`src/rtl/ovi_pkg.sv`:
```
// ovi_pkg: shared OVI link types and constants.
// Holds the bus structs exchanged between the scalar core, the issue
// controller and the vector unit, plus the link-wide width constants.
package ovi_pkg;

  localparam int OVI_SBID_WIDTH        = 5;
  localparam int OVI_VSTART_WIDTH      = 14;
  localparam int OVI_ISSUE_CREDITS_MAX = 16;
  localparam int OVI_VL_WIDTH          = 15;
  localparam int OVI_DATA_WIDTH        = 64;

  // Vector CSR snapshot travelling with each issued instruction.
  typedef struct packed {
    logic [OVI_VSTART_WIDTH-1:0] vstart;
    logic [OVI_VL_WIDTH-1:0]     vl;
    logic [1:0]                  vxrm;
    logic [2:0]                  frm;
    logic [2:0]                  vlmul;
    logic [2:0]                  vsew;
    logic                        vill;
  } v_csr;

  typedef struct packed {
    logic [31:0]             instr;
    logic [OVI_VL_WIDTH-1:0] vl;
    logic [2:0]              sew;
    logic                    valid;
  } core_issue_bus;

  typedef struct packed {
    logic [OVI_DATA_WIDTH-1:0] data;
    logic                      valid;
  } core_completed_bus;

  typedef struct packed {
    logic                      valid;
    logic [31:0]               instr;
    logic [OVI_DATA_WIDTH-1:0] scalar_opnd;
    logic [OVI_SBID_WIDTH-1:0] sb_id;
    v_csr                      csr;
  } vpu_issue_bus;

  typedef struct packed {
    logic                      next_senior;
    logic                      kill;
    logic [OVI_SBID_WIDTH-1:0] sb_id;
  } vpu_dispatch_bus;

  typedef struct packed {
    logic [OVI_SBID_WIDTH-1:0] sb_id;
    logic [OVI_DATA_WIDTH-1:0] dest_reg;
    logic                      valid;
  } vpu_completed_bus;

  typedef struct packed {
    logic                      sync_end;
    logic [OVI_SBID_WIDTH-1:0] sb_id;
  } vpu_memop_bus;

  typedef struct packed {
    logic                      valid;
    logic                      mask_valid;
    logic [OVI_DATA_WIDTH-1:0] data;
    logic [OVI_SBID_WIDTH-1:0] seq_id;
  } vpu_load_bus;

endpackage

```
`src/rtl/ovi_sbid_fifo.sv`:
```
// ovi_sbid_fifo: in-order queue of in-flight scoreboard IDs.
// Ports:
//   clk, rst_n    : clock, asynchronous active-low reset
//   push, din     : enqueue din (taken when not full, or full but popping)
//   pop           : dequeue head (ignored when empty)
//   head          : oldest entry, combinational
//   count         : number of entries
//   full, empty   : status decoded from count
module ovi_sbid_fifo #(
  parameter int WIDTH     = 5,
  parameter int DEPTH     = 4,
  parameter int CNT_WIDTH = $clog2(DEPTH + 1)
) (
  input  logic                 clk,
  input  logic                 rst_n,
  input  logic                 push,
  input  logic                 pop,
  input  logic [WIDTH-1:0]     din,
  output logic [WIDTH-1:0]     head,
  output logic [CNT_WIDTH-1:0] count,
  output logic                 full,
  output logic                 empty
);

  localparam int PTR_WIDTH = (DEPTH > 1) ? $clog2(DEPTH) : 1;

  logic [WIDTH-1:0]     mem [DEPTH];
  logic [PTR_WIDTH-1:0] wr_ptr_reg, rd_ptr_reg;
  logic [CNT_WIDTH-1:0] count_reg;
  logic                 do_push, do_pop;

  function automatic logic [PTR_WIDTH-1:0] ptr_inc(input logic [PTR_WIDTH-1:0] p);
    if (p == PTR_WIDTH'(DEPTH - 1)) return '0;
    return p + PTR_WIDTH'(1);
  endfunction

  assign empty = (count_reg == '0);
  assign full  = (count_reg == CNT_WIDTH'(DEPTH));
  assign count = count_reg;
  assign head  = mem[rd_ptr_reg];

  // A push into a full queue is legal when the head leaves on the same edge:
  // the slot being written is the one being vacated.
  assign do_pop  = pop && !empty;
  assign do_push = push && (!full || do_pop);

  always_ff @(posedge clk) begin
    if (do_push) mem[wr_ptr_reg] <= din;
  end

  always_ff @(posedge clk or negedge rst_n) begin
    if (!rst_n) begin
      wr_ptr_reg <= '0;
      rd_ptr_reg <= '0;
      count_reg  <= '0;
    end else begin
      if (do_push) wr_ptr_reg <= ptr_inc(wr_ptr_reg);
      if (do_pop)  rd_ptr_reg <= ptr_inc(rd_ptr_reg);
      case ({do_push, do_pop})
        2'b10:   count_reg <= count_reg + CNT_WIDTH'(1);
        2'b01:   count_reg <= count_reg - CNT_WIDTH'(1);
        default: count_reg <= count_reg;
      endcase
    end
  end

endmodule

```
`src/rtl/ovi_issue_ctrl.sv`:
```
// ovi_issue_ctrl: core-side OVI issue/completion controller.
// Allows up to MAX_OUTSTANDING vector instructions in flight, tags each with
// a wrapping scoreboard ID and checks completions against the issue order.
// Ports:
//   CLK, RST_N          : clock, asynchronous active-low reset
//   CORE_ISSUE          : instruction from the core (instr, vl, sew, valid)
//   CORE_FENCE          : hold new issues until nothing is in flight
//   CORE_COMPLETED(_SBID): registered completion report to the core
//   CORE_HALT           : issue cannot be accepted this cycle
//   PROTO_ERR           : sticky protocol error
//   VPU_ISSUE_CREDIT    : one issue credit returned by the vector unit
//   VPU_COMPLETED       : completion from the vector unit
//   VPU_ISSUE/DISPATCH  : combinational issue and in-order dispatch
//   VPU_MEMOP/LOAD/MASK_IDX_CREDIT : unused channels, tied off
module ovi_issue_ctrl import ovi_pkg::*; #(
  parameter int MAX_OUTSTANDING = 4,
  parameter int ISSUE_CREDITS   = 4,
  parameter int SBID_WIDTH      = OVI_SBID_WIDTH,
  parameter int CREDIT_WIDTH    = $clog2(ISSUE_CREDITS + 1)
) (
  input  logic                  CLK,
  input  logic                  RST_N,
  input  core_issue_bus         CORE_ISSUE,
  input  logic                  CORE_FENCE,
  output core_completed_bus     CORE_COMPLETED,
  output logic [SBID_WIDTH-1:0] CORE_COMPLETED_SBID,
  output logic                  CORE_HALT,
  output logic                  PROTO_ERR,
  input  logic                  VPU_ISSUE_CREDIT,
  input  vpu_completed_bus      VPU_COMPLETED,
  output vpu_issue_bus          VPU_ISSUE,
  output vpu_dispatch_bus       VPU_DISPATCH,
  output vpu_memop_bus          VPU_MEMOP,
  output vpu_load_bus           VPU_LOAD,
  output logic                  VPU_MASK_IDX_CREDIT
);

  localparam int CNT_WIDTH = $clog2(MAX_OUTSTANDING + 1);

  logic [CREDIT_WIDTH-1:0] credits_reg, credits_next;
  logic [SBID_WIDTH-1:0]   sbid_ctr_reg;
  logic                    proto_err_reg;
  core_completed_bus       completed_reg;
  logic [SBID_WIDTH-1:0]   completed_sbid_reg;

  logic [SBID_WIDTH-1:0]   fifo_head;
  logic [CNT_WIDTH-1:0]    fifo_count;
  logic                    fifo_full, fifo_empty;

  logic can_issue, accept;
  logic cpl_pop, cpl_err, credit_overflow;

  // All conditions use state from the previous edge, so a completion popping
  // a full queue does not unblock issue until the following cycle.
  assign can_issue = (credits_reg != '0) && !fifo_full
                     && !(CORE_FENCE && (fifo_count != '0));
  assign accept    = CORE_ISSUE.valid && can_issue;
  assign CORE_HALT = !can_issue;

  // No bypass: a completion arriving with an empty queue is an error even if
  // an issue is being pushed in the same cycle.
  assign cpl_pop = VPU_COMPLETED.valid && !fifo_empty;
  assign cpl_err = VPU_COMPLETED.valid &&
                   (fifo_empty || (OVI_SBID_WIDTH'(fifo_head) != VPU_COMPLETED.sb_id));

  ovi_sbid_fifo #(
    .WIDTH    (SBID_WIDTH),
    .DEPTH    (MAX_OUTSTANDING),
    .CNT_WIDTH(CNT_WIDTH)
  ) u_sbid_fifo (
    .clk  (CLK),
    .rst_n(RST_N),
    .push (accept),
    .pop  (cpl_pop),
    .din  (sbid_ctr_reg),
    .head (fifo_head),
    .count(fifo_count),
    .full (fifo_full),
    .empty(fifo_empty)
  );

  // Credit counter: accept consumes, return refills, both together cancel.
  // A refill beyond the reset value saturates and is reported.
  always_comb begin
    credits_next    = credits_reg;
    credit_overflow = 1'b0;
    case ({accept, VPU_ISSUE_CREDIT})
      2'b10: credits_next = credits_reg - CREDIT_WIDTH'(1);
      2'b01: begin
        if (credits_reg == CREDIT_WIDTH'(ISSUE_CREDITS)) credit_overflow = 1'b1;
        else                                              credits_next = credits_reg + CREDIT_WIDTH'(1);
      end
      default: credits_next = credits_reg;
    endcase
  end

  always_ff @(posedge CLK or negedge RST_N) begin
    if (!RST_N) begin
      credits_reg        <= CREDIT_WIDTH'(ISSUE_CREDITS);
      sbid_ctr_reg       <= '0;
      proto_err_reg      <= 1'b0;
      completed_reg      <= '0;
      completed_sbid_reg <= '0;
    end else begin
      credits_reg         <= credits_next;
      if (accept) sbid_ctr_reg <= sbid_ctr_reg + SBID_WIDTH'(1);
      proto_err_reg       <= proto_err_reg | cpl_err | credit_overflow;
      completed_reg.valid <= VPU_COMPLETED.valid;
      if (VPU_COMPLETED.valid) begin
        completed_reg.data <= VPU_COMPLETED.dest_reg;
        completed_sbid_reg <= VPU_COMPLETED.sb_id[SBID_WIDTH-1:0];
      end
    end
  end

  assign CORE_COMPLETED      = completed_reg;
  assign CORE_COMPLETED_SBID = completed_sbid_reg;
  assign PROTO_ERR           = proto_err_reg;

  always_comb begin
    VPU_ISSUE          = '0;
    VPU_ISSUE.valid    = accept;
    VPU_ISSUE.instr    = CORE_ISSUE.instr;
    VPU_ISSUE.sb_id    = OVI_SBID_WIDTH'(sbid_ctr_reg);
    VPU_ISSUE.csr.vl   = CORE_ISSUE.vl;
    VPU_ISSUE.csr.vsew = CORE_ISSUE.sew;

    VPU_DISPATCH             = '0;
    VPU_DISPATCH.next_senior = accept;
    VPU_DISPATCH.sb_id       = OVI_SBID_WIDTH'(sbid_ctr_reg);
  end

  assign VPU_MEMOP           = '0;
  assign VPU_LOAD            = '0;
  assign VPU_MASK_IDX_CREDIT = 1'b0;

endmodule

```
`config.mk`:
```
export PLATFORM = sky130hd
export DESIGN_NAME = ovi_issue_ctrl
export DESIGN_NICKNAME = d
export VERILOG_FILES = /design/src/rtl/ovi_pkg.sv /design/src/rtl/ovi_sbid_fifo.sv /design/src/rtl/ovi_issue_ctrl.sv
export SDC_FILE = /design/constraint.sdc
export NUM_CORES = 1
export LEC_CHECK = 0
export ABC_AREA = 0
export CAP_MARGIN = 20
export CORE_AREA = 2 2 168 170
export DETAILED_ROUTE_END_ITERATION = 8
export DIE_AREA = 0 0 170 172
export HOLD_SLACK_MARGIN = 0.15
export MAX_ROUTING_LAYER = met4
export PLACE_DENSITY_LB_ADDON = 0.1
export SYNTH_ARGS = -nofsm -noshare
export SYNTH_HDL_FRONTEND = slang
export SYNTH_SLANG_ARGS = --single-unit
```
`constraint.sdc`:
```
create_clock -name CLK -period 2.85 [get_ports CLK]
set_input_delay 0.855 -clock CLK [delete_from_list [all_inputs] [get_ports CLK]]
set_output_delay 0.855 -clock CLK [all_outputs]
set_load 0.03 [all_outputs]
```
==> results.py <==
metrics = {
    "run_status": {
        "outcome": "completed",
    },
    "placed_design": {
        "io_buffers": 158,
        "dp.cells": 951,
        "gp_congestion": 0.713,
        "post_dp_cell_area_mm2": 0.00704,
        "dp_hpwl_um": 10400,
        "pre_cts_ws_ps": -411,
    },
    "detailed_routing": {
        "via_per_inst": 3.55,
        "first_iter_violations": 133,
        "num_vias": 3439,
        "drt_wl_total_um": 14100,
        "antenna_left": 0,
        "drtPass1Iterations": 6,
        "routedWlPerCell_um": 14.6,
        "drc_errors": 0,
    },
    "global_route": {
        "grt_usage_pct": 9.48,
        "antenna_found_initial": 0,
        "grt_pass1_wl_um": 20000,
        "grt_overflow_total": 0,
        "grt_pass1_vias": 3477,
        "grt_max_degree": 72,
    },
    "clocking": {
        "h-tree-depth": 3,
        "cts_sinks": 106,
        "cts-root-buf": "clkbuf_16",
        "cts_buffer_depth": 2,
        "cts_buffers": 9,
        "cts_tree": "built",
        "insertion_delay_ps": 360,
        "clk_pin_slew_ps": 90,
    },
    "final_layout": {
        "mostFrequentLayoutCells": "166 x conb_1, 151 x clkdlybuf4s50_1, 85 x dfrtp_1",
        "regArea_mm2": 0.00275,
        "antenna_cells": 0,
        "syn_to_final_growth_pct": 22.2,
        "final_net_count": 753,
        "instances_no_fill": 970,
        "stdcell_area_mm2": 0.00738,
        "drive_gt1_share_pct": 18.8,
        "largest_reg_flops": 65,
        "multiInputGateArea_mm2": 0.00214,
        "mostFrequentLayoutCell": "conb_1",
        "fillCellCount": 2871,
        "final_core_util_pct": 26.9,
    },
    "power_and_ir_drop": {
        "leakagePower_nw": 3.18,
        "power.density_mw_per_mm2": 749,
        "finalPower_mw": 5.53,
        "peakVddDrop_mv": 0.410,
    },
    "critical_path": {
        "regToRegSetupSlack_ps": 150,
        "cp_max_fo": 3,
        "worstPathArrival_ps": 1890,
        "critPathRequiredTime_ps": 2000,
        "path_class": "in -> out",
        "start_kind": "input port",
        "crit_path_end_kind": "primary output",
    },
    "yosys": {
        "syn_inst": 504,
        "yosys_most_used_dff": "dfrtp_1",
        "ys_ff_latch": 106,
        "synth_edf_count": 20,
        "ys_seq_area_share_pct": 45.6,
        "ys_types": 43,
        "synth_top_area_share_pct": 35.2,
        "postSynthAreaPerCell_um2": 12.0,
        "syn_area_mm2": 0.00604,
        "ys.warnings.count": 0,
        "netlist_top_cells_area": "dfrtp_1 35%, buf_4 28%, mux2_2 13%, edfxtp_1 10%, mux4_1 1.7%",
        "synth_largest_area_cell": "dfrtp_1",
        "async_reset_ff_share_pct": 81.1,
    },
    "timing": {
        "min_period_over_period_pct": 96.2,
        "worst_slew_pin_slew_ps": 627,
        "finalSetupTns_ps": 0,
        "slew_viol_final": 0,
        "finalHoldViolations": 0,
        "max_freq_mhz": 365,
        "grt_setup_unrepaired": "false",
        "max_slew_margin_pct": 58.2,
        "setup_viol": 0,
        "fin_worst_skew_ps": 8.22,
        "hold_slack_ps": 495,
        "period_needed_ps": 2740,
        "finalWorstSetupSlack_ps": 110,
    },
    "run": {
        "cap_violations": 0,
    },
    "floorplan": {
        "die-area_mm2": 0.0292,
        "die_h_um": 172,
        "start_util_pct": 22.0,
        "die_w_um": 170,
        "io_pins": 425,
        "design.core.area_mm2": 0.0275,
        "rows": 61,
    },
    "worst_hold_path": {
        "hold_class": "in -> async",
    },
}
==> final timing paths <==
kind / endpoint / start / cells past startpoint
setup / recovery: VPU_DISPATCH[6] / CORE_FENCE / 7
min in group CLK: CORE_COMPLETED[61] / CORE_COMPLETED[61] / 1
max in group asynchronous: CORE_COMPLETED[13] / RST_N / 2
setup reg to reg: credits_reg[2] / u_sbid_fifo.count[1] / 9
hold reg to reg: CORE_COMPLETED[61] / CORE_COMPLETED[61] / 1
hold / removal: CORE_COMPLETED[42] / RST_N / 1
==> cell families (layout without fill, tap and decap cells) <==
group / count (synthesis) / in the layout / synth area share, %
compound gates: 17 / 17 / 2.09
xor+xnor: 13 / 13 / 1.89
fa+ha+maj: 9 / 9 / 2.11
buf+inv: 244 / 199 / 29.3
flops: 106 / 106 / 45.6
mux: 77 / 77 / 15.5
other cells: 1 / 166 / 0.0621
simple gates: 37 / 37 / 3.38
==> what timing repair did <==
item,CTS,global route
resized for setup,11,0
hold buffers,0,0
setup buffers,3,0
endpoints found under the setup margin,3,0
==> area by class of cell <==
| class | count | share of cell area (%) |
|---|---|---|
| inverters | 9 | 0.526 |
| clock inverters | 7 | 0.899 |
| multi-input cells | 319 | 29.0 |
| well taps | 346 | 5.87 |
| repair buffers | 174 | 23.4 |
| flip-flops and latches | 106 | 37.3 |
| clock buffers | 9 | 3.05 |
==> synthesized netlist by cell type, drive strengths merged (4+ instances only) <==
cell and n:
and2 5, clkbuf 9, dfrtp 85, buf 226, nand2 6, o21ai 4
mux2 71, xor2 8, edfxtp 20, ha 7, nor3 4, nor2 5
inv 9, mux4 5, xnor2 5, nand3 4
==> where the power goes <==
group	switching [mW]	internal, mW
registers	0.270	1.85
clock network	0.644	0.618
logic	1.23	0.907
total	2.15	3.38
==> worst max-delay path: stages <==
cell and delay, ps:
dlygate4sd2_1 240, o21a_1 120, nor3_2 210, nand2b_1 120, buf_6 150, inv_6 60
buf_6 120
==> layer usage <==
metal  track usage (%)  part of all wire [%]  wire length, um
met1              9.41                    36             5040
met2              16.5                    53             7550
met3              2.98                   6.5              925
met4              5.54                   4.5              633
met5                 -                     0                0
Note: power is estimated with default switching activity, not from simulation.
